**config.mk**
```make
export PLATFORM = sky130hd
export DESIGN_NAME = debug_coprocessor
export DESIGN_NICKNAME = d
export VERILOG_FILES = /design/src/rtl/debug_coprocessor_pkg.sv /design/src/rtl/debug_tx_serializer.sv /design/src/rtl/debug_coprocessor.sv
export SDC_FILE = /design/constraint.sdc
export NUM_CORES = 1
export LEC_CHECK = 0
export BUFFER_PORTS_ARGS = -buffer_cell sky130_fd_sc_hd__buf_4
export CAP_MARGIN = 30
export CORE_MARGIN = 5
export CORE_UTILIZATION = 47
export CTS_CLUSTER_DIAMETER = 40
export DETAILED_ROUTE_END_ITERATION = 16
export PLACE_DENSITY = 0.69
export RECOVER_POWER = 50
export SLEW_MARGIN = 20
export SYNTH_ARGS = -nofsm -noshare
export SYNTH_HDL_FRONTEND = slang
export SYNTH_SLANG_ARGS = --single-unit
```
**constraint.sdc**
```tcl
create_clock -name clk -period 5.4 [get_ports clk]
set_input_delay 0 -clock clk [delete_from_list [all_inputs] [get_ports clk]]
set_output_delay 0 -clock clk [all_outputs]
set_load 0.02 [all_outputs]
```
**src/rtl/debug_coprocessor_pkg.sv**
```systemverilog
// Shared types and constants for the debug coprocessor: opcodes, FSM states,
// io_control bit positions and response codes.
package debug_coprocessor_pkg;

  localparam int unsigned IO_ADDR_W  = 15;
  localparam int unsigned IO_CTL_W   = 5;
  localparam int unsigned REG_ADDR_W = 5;
  localparam int unsigned CSR_ADDR_W = 12;

  localparam int unsigned CTL_WE   = 0;
  localparam int unsigned CTL_RD   = 1;
  localparam int unsigned CTL_CSR  = 3;
  localparam int unsigned CTL_HALT = 4;

  localparam logic [7:0] ACK = 8'hAA;
  localparam logic [7:0] ERR = 8'hEE;

  typedef enum logic [7:0] {
    OP_HALT   = 8'h01,
    OP_RESUME = 8'h02,
    OP_STEP   = 8'h03,
    OP_RDREG  = 8'h10,
    OP_WRREG  = 8'h11,
    OP_RDCSR  = 8'h20
  } dbg_op_t;

  typedef enum logic [2:0] {
    ST_IDLE,
    ST_ARGS,
    ST_ACCESS,
    ST_STEP,
    ST_RESP
  } dbg_state_t;

  // Quiescent io_control value: only the halt hold bit may be set
  function automatic logic [IO_CTL_W-1:0] ctl_idle(input logic halted);
    ctl_idle           = '0;
    ctl_idle[CTL_HALT] = halted;
  endfunction

endpackage

```
**src/rtl/debug_tx_serializer.sv**
```systemverilog
// Response serializer: loads a full N-bit word or a single byte and emits it
// LSB first over the tx valid/ready handshake, pulsing done after the last byte.
module debug_tx_serializer #(
  parameter int unsigned N = 64
) (
  input  logic         clk,
  input  logic         reset,
  input  logic         load,
  input  logic         single,
  input  logic [N-1:0] word,
  input  logic         tx_ready,
  output logic [7:0]   tx_data,
  output logic         tx_valid,
  output logic         done
);

  localparam int unsigned NB    = N / 8;
  localparam int unsigned CNT_W = $clog2(NB + 1);

  logic [N-1:0]     shreg;
  logic [CNT_W-1:0] remain;

  // Byte counter only moves on an accepted handshake, so tx_data holds while stalled
  always_ff @(posedge clk or negedge reset) begin
    if (!reset) begin
      shreg    <= '0;
      remain   <= '0;
      tx_valid <= 1'b0;
      done     <= 1'b0;
    end else begin
      done <= 1'b0;
      if (load) begin
        shreg    <= single ? N'(word[7:0]) : word;
        remain   <= single ? CNT_W'(1) : CNT_W'(NB);
        tx_valid <= 1'b1;
      end else if (tx_valid && tx_ready) begin
        if (remain == CNT_W'(1)) begin
          tx_valid <= 1'b0;
          done     <= 1'b1;
          remain   <= '0;
        end else begin
          shreg  <= shreg >> 8;
          remain <= remain - CNT_W'(1);
        end
      end
    end
  end

  assign tx_data = shreg[7:0];

endmodule

```
**src/rtl/debug_coprocessor.sv**
```systemverilog
// Byte-stream debug controller for the datapath coprocessor IO port.
// Define DEBUG_CSR_ACCESS_EN to enable the RDCSR (0x20) command.
module debug_coprocessor
  import debug_coprocessor_pkg::*;
#(
  parameter int unsigned N = 64
) (
  input  logic                clk,
  input  logic                reset,
  input  logic [7:0]          rx_data,
  input  logic                rx_valid,
  output logic                rx_ready,
  output logic [7:0]          tx_data,
  output logic                tx_valid,
  input  logic                tx_ready,
  output logic [IO_ADDR_W-1:0] io_addr,
  output logic [IO_CTL_W-1:0]  io_control,
  output logic [N-1:0]        io_data_out,
  input  logic [N-1:0]        io_data_in,
  output logic                halted
);

  localparam int unsigned NB    = N / 8;
  localparam int unsigned CNT_W = $clog2(NB + 1);
`ifdef DEBUG_CSR_ACCESS_EN
  localparam int unsigned ADDR_W = CSR_ADDR_W;
`else
  localparam int unsigned ADDR_W = REG_ADDR_W;
`endif

  dbg_state_t          state, state_d;
  dbg_op_t             op, op_d;
  logic [CNT_W-1:0]    cnt, cnt_d, last_idx;
  logic [ADDR_W-1:0]   addr, addr_d;
  logic [N-1:0]        wdata, wdata_d;
  logic                halted_d, rx_ready_d;
  logic [IO_ADDR_W-1:0] io_addr_d;
  logic [IO_CTL_W-1:0]  io_control_d, access_ctl;
  logic [N-1:0]        io_data_out_d;
  logic                go_access, go_step;
  logic                ser_load, ser_single, ser_done;
  logic [N-1:0]        ser_word;

  // Index of the final argument byte for the pending command
  always_comb begin
    last_idx = '0;
    if (op == OP_WRREG) last_idx = CNT_W'(NB);
`ifdef DEBUG_CSR_ACCESS_EN
    if (op == OP_RDCSR) last_idx = CNT_W'(1);
`endif
  end

  always_comb begin
    state_d       = state;
    op_d          = op;
    cnt_d         = cnt;
    addr_d        = addr;
    wdata_d       = wdata;
    halted_d      = halted;
    io_addr_d     = '0;
    io_data_out_d = io_data_out;
    access_ctl    = '0;
    go_access     = 1'b0;
    go_step       = 1'b0;
    ser_load      = 1'b0;
    ser_single    = 1'b1;
    ser_word      = N'(ACK);

    unique case (state)
      ST_IDLE: begin
        if (rx_valid && rx_ready) begin
          cnt_d    = '0;
          ser_load = 1'b1;
          ser_word = N'(ERR);
          state_d  = ST_RESP;
          case (rx_data)
            OP_HALT: begin
              halted_d = 1'b1;
              ser_word = N'(ACK);
            end
            OP_RESUME: begin
              halted_d = 1'b0;
              ser_word = N'(ACK);
            end
            OP_STEP: begin
              if (halted) begin
                ser_load = 1'b0;
                go_step  = 1'b1;
                state_d  = ST_STEP;
              end
            end
            OP_RDREG, OP_WRREG: begin
              ser_load = 1'b0;
              op_d     = dbg_op_t'(rx_data);
              state_d  = ST_ARGS;
            end
`ifdef DEBUG_CSR_ACCESS_EN
            OP_RDCSR: begin
              ser_load = 1'b0;
              op_d     = OP_RDCSR;
              state_d  = ST_ARGS;
            end
`endif
            default: ;
          endcase
        end
      end

      // Arguments are always consumed so the byte stream stays framed, even when rejected
      ST_ARGS: begin
        if (rx_valid && rx_ready) begin
          cnt_d = cnt + CNT_W'(1);
          if (op == OP_WRREG && cnt != '0) wdata_d = {rx_data, wdata[N-1:8]};
`ifdef DEBUG_CSR_ACCESS_EN
          else if (op == OP_RDCSR && cnt == CNT_W'(1)) addr_d[CSR_ADDR_W-1:8] = rx_data[CSR_ADDR_W-9:0];
`endif
          else if (cnt == '0) addr_d = ADDR_W'(rx_data);
          if (cnt == last_idx) begin
            if (halted) begin
              go_access = 1'b1;
              state_d   = ST_ACCESS;
            end else begin
              ser_load = 1'b1;
              ser_word = N'(ERR);
              state_d  = ST_RESP;
            end
          end
        end
      end

      // io_data_in is sampled by the serializer at the end of the access cycle
      ST_ACCESS: begin
        ser_load = 1'b1;
        state_d  = ST_RESP;
        if (op != OP_WRREG) begin
          ser_word   = io_data_in;
          ser_single = 1'b0;
        end
      end

      ST_STEP: begin
        ser_load = 1'b1;
        state_d  = ST_RESP;
      end

      ST_RESP: begin
        if (ser_done) state_d = ST_IDLE;
      end

      default: state_d = ST_IDLE;
    endcase

    if (go_access) begin
      if (op == OP_WRREG) begin
        access_ctl[CTL_WE] = 1'b1;
        io_data_out_d      = wdata_d;
      end else begin
        access_ctl[CTL_RD] = 1'b1;
      end
`ifdef DEBUG_CSR_ACCESS_EN
      if (op == OP_RDCSR) begin
        access_ctl[CTL_CSR] = 1'b1;
        io_addr_d           = IO_ADDR_W'(addr_d);
      end else
`endif
      io_addr_d = IO_ADDR_W'(addr_d[REG_ADDR_W-1:0]);
    end

    io_control_d = go_step ? '0 : (ctl_idle(halted_d) | access_ctl);
    rx_ready_d   = (state_d == ST_IDLE) || (state_d == ST_ARGS);
  end

  always_ff @(posedge clk or negedge reset) begin
    if (!reset) begin
      state       <= ST_IDLE;
      op          <= OP_HALT;
      cnt         <= '0;
      addr        <= '0;
      wdata       <= '0;
      halted      <= 1'b0;
      rx_ready    <= 1'b1;
      io_addr     <= '0;
      io_control  <= '0;
      io_data_out <= '0;
    end else begin
      state       <= state_d;
      op          <= op_d;
      cnt         <= cnt_d;
      addr        <= addr_d;
      wdata       <= wdata_d;
      halted      <= halted_d;
      rx_ready    <= rx_ready_d;
      io_addr     <= io_addr_d;
      io_control  <= io_control_d;
      io_data_out <= io_data_out_d;
    end
  end

  debug_tx_serializer #(.N(N)) u_tx (
    .clk      (clk),
    .reset    (reset),
    .load     (ser_load),
    .single   (ser_single),
    .word     (ser_word),
    .tx_ready (tx_ready),
    .tx_data  (tx_data),
    .tx_valid (tx_valid),
    .done     (ser_done)
  );

endmodule

```
==> flow_summary.toml <==
[logic_synthesis]
ys_types = 54
syn_inst = 726
ys.flop_type = "dfrtp_1"
yosysSeqAreaShare_pct = 59.4
netlist_top_cells_area = "dfrtp_1, mux2_2, a2bb2oi_1, o2111ai_1, nand2_1"
netlist.area_leader.share_pct = 58.9
netlist_area_mm2 = 0.00960
synth_edf_count = 0
yosysWarnings = 0
synth-async-reset-ratio_pct = 100
yosysTopAreaCell = "dfrtp_1"
synth-seq-cells = 228
avgSynthCellArea_um2 = 13.2

[setup_path]
crit_chain = "or4b_1 -> or2_2 -> nor3_4 -> buf_4 -> mux2_2 -> mux2_2"
cp_top_family = "simple AND/OR/NAND/NOR gates"
r2r_end = "io_data_out[10]"
worst-path-buf-inv = 1
critical_path_arrival_ns = 3.45
crit_start = "op[0]"
reg2reg_slack_ns = 2.31
cp_max_fo = 64
critPathKind = "flip-flop to flip-flop"
path_common_cell = "mux2_2"
critPathMaxStageDelay_ns = 0.68
end_kind = "flip-flop"
worstPathRequired_ns = 5.76
r2r_cells = 6
cp_slowest_cell = "buf_4"
cp-start-kind = "flip-flop"
cp.depth = 6
r2r-start = "op[0]"
crit_path_end = "io_data_out[10]"

[sta]
hold_viol = 0
rsz0062_at_grt = "no"
slew_viol_final = 123
slew_headroom_pct = -97.9
holdWs_ns = 0.0351
period_share_pct = 57.1
setup-tns-final_ns = 0
fin_ws_ns = 2.31
max_freq_mhz = 324
skew_ns = 0.0199
tightest_slew_ns = 2.97
setup_violations = 0
min_period_ns = 3.09

[global_routing]
grt_pass1_wl_mm = 37.7
grt_antenna_before_repair = 0
grt_max_degree = 123
overflow = 0
grt_pass1_vias = 7052
grtUsageTotal_pct = 19.3

[outcome]
violations = "max-capacitance violations, max-slew violations"
outcome = "finished with violations"

[drt]
wl_per_cell_um = 18.3
viasPerCell = 5.36
drt_wl_total_mm = 22.7
via_count = 6665
ant_nets = 0
drc = 0
dr.first_iter.drc_count = 356
dr.pass1.iters = 4

[floorplan]
die_y_um = 153
die_w_um = 153
num_io_pins = 171
die-area_mm2 = 0.0234
rows = 52
core_area_mm2 = 0.0202
initial_core_util_pct = 47.6

[placed_design]
hpwl_mm = 13.8
portBuffers = 158
place_ws_ns = 2.32
finalWeightedCongestion = 0.822
dpl_cell_area_mm2 = 0.0109

[finish]
antennaDiodeCount = 0
finalNetCount = 1029
final_common_cell = "dfrtp_1"
areaGrowthSynthToFinish_pct = 30.5
drive_gt1_share_pct = 29.5
final_cell_area_mm2 = 0.0125
final_cell_mix = "dfrtp_1, mux2_2, clkbuf_1"
nFillCells = 1646

[power_and_ir_drop]
p_total_mw = 5.22
peakVddDrop_mv = 0.239
pwr_density_cell_mw_per_mm2 = 417
leakagePower_nw = 5.86

[cts]
cts.sinks = 228
cts_setup_buffers = 0
numCtsBuffers = 35
holdBufCountCts = 76
clock_path_buffers = 3
cts_tree = "built"
clkSlewWorstSetupHoldPaths_ns = 0.05
h-tree-depth = 2
cts_root_buf = "clkbuf_16"
clock_latency_ns = 0.50
cts_resized = 0

[job]
max_cap_viol_count = 1

[hold_path]
hold_path_class = "input port to flip-flop"
[how the worst min path moves through the flow]
stage | from | slack, ns | cells past startpoint | end
after floorplan | reset | -0.30 | 0 | addr[0]
after global placement | reset | 0.13 | 1 | u_tx.shreg[0]
after detailed placement | reset | 0.14 | 1 | u_tx.shreg[4]
after CTS | io_data_in[6] | 0.02 | 4 | u_tx.shreg[6]
after global routing | io_data_in[6] | 0.09 | 4 | u_tx.shreg[6]
final | io_data_in[6] | 0.04 | 4 | u_tx.shreg[6]
[flip-flops by register name, indices dropped and copies added (netlist names), 4 cells and up]
name and flops:
addr 5, wdata 64, u_tx.remain 4, cnt 4
io_data_out 64, u_tx.shreg 64, op 8, io_addr 5
[report_power, final]
group / internal (mW) / leakage (nW) / total [mW] / switching (mW)
registers: 1.96 / 3.01 / 2.12 / 0.155
logic: 0.505 / 2.30 / 0.987 / 0.482
clock network: 1.34 / 0.542 / 2.12 / 0.783
total: 3.81 / 5.86 / 5.22 / 1.42
[routing by layer]
layer  GRT usage (%)  part of all wire (%)  vias to the layer above
li1                -                     -                     3132
met1            26.5                    45                     3312
met2            30.7                    48                      184
met3            4.35                   5.0                       37
met4            6.53                   2.0                        0
met5               0                     0                        -
[worst min-delay path: cells and delay by family]
| kind | cells | cell delay (ns) |
|---|---|---|
| and+or+nand+nor | 1 | 0.05 |
| AOI/OAI and AO/OA | 2 | 0.35 |
| buffers and inverters | 1 | 0.09 |
[per-stage QoR]
step / cells / utilization (%)
floorplan: 737 / -
global placement: 1100 / 53.8
detailed placement: 1103 / 54.1
CTS: 1241 / 63.4
global route: 1244 / 62.2
finish: 1244 / 62.2
[cells in the mapped netlist, types with 6 or more instances]
master     number
buf_2          10
nor2_1         19
mux2_1         10
dfrtp_1       226
and2_1          7
mux2_2        124
nand3_1         6
a2bb2oi_1      50
nor2b_1         6
a22o_1          8
clkbuf_1       35
o2111ai_1      50
o21ai_0         9
a211oi_1        7
buf_4          21
inv_1           6
nand2_1        62
[area by class of cell]
| class | instances | area (µm²) | share of cell area [%] |
|---|---|---|---|
| Clock buffer | 43 | 936 | 7.47 |
| Clock inverter | 19 | 181 | 1.45 |
| Inverter | 6 | 22.5 | 0.180 |
| Multi-Input combinational cell | 430 | 3530 | 28.2 |
| Sequential cell | 228 | 5710 | 45.5 |
| Tap cell | 270 | 338 | 2.69 |
| Timing Repair Buffer | 248 | 1820 | 14.5 |
[cells by family after synthesis]
kind of cell             count (synthesis)  share of synthesized area (%)
buffers and inverters                   79                           4.43
AND/OR/NAND/NOR                        134                           7.05
flip-flops                             228                           59.4
adder cells (fa/ha/maj)                  4                          0.521
AO/OA/AOI/OAI                          144                           12.6
other                                    1                         0.0391
multiplexers                           135                           15.8
XOR/XNOR                                 1                         0.0912
Note: power is estimated with default switching activity, not from simulation.
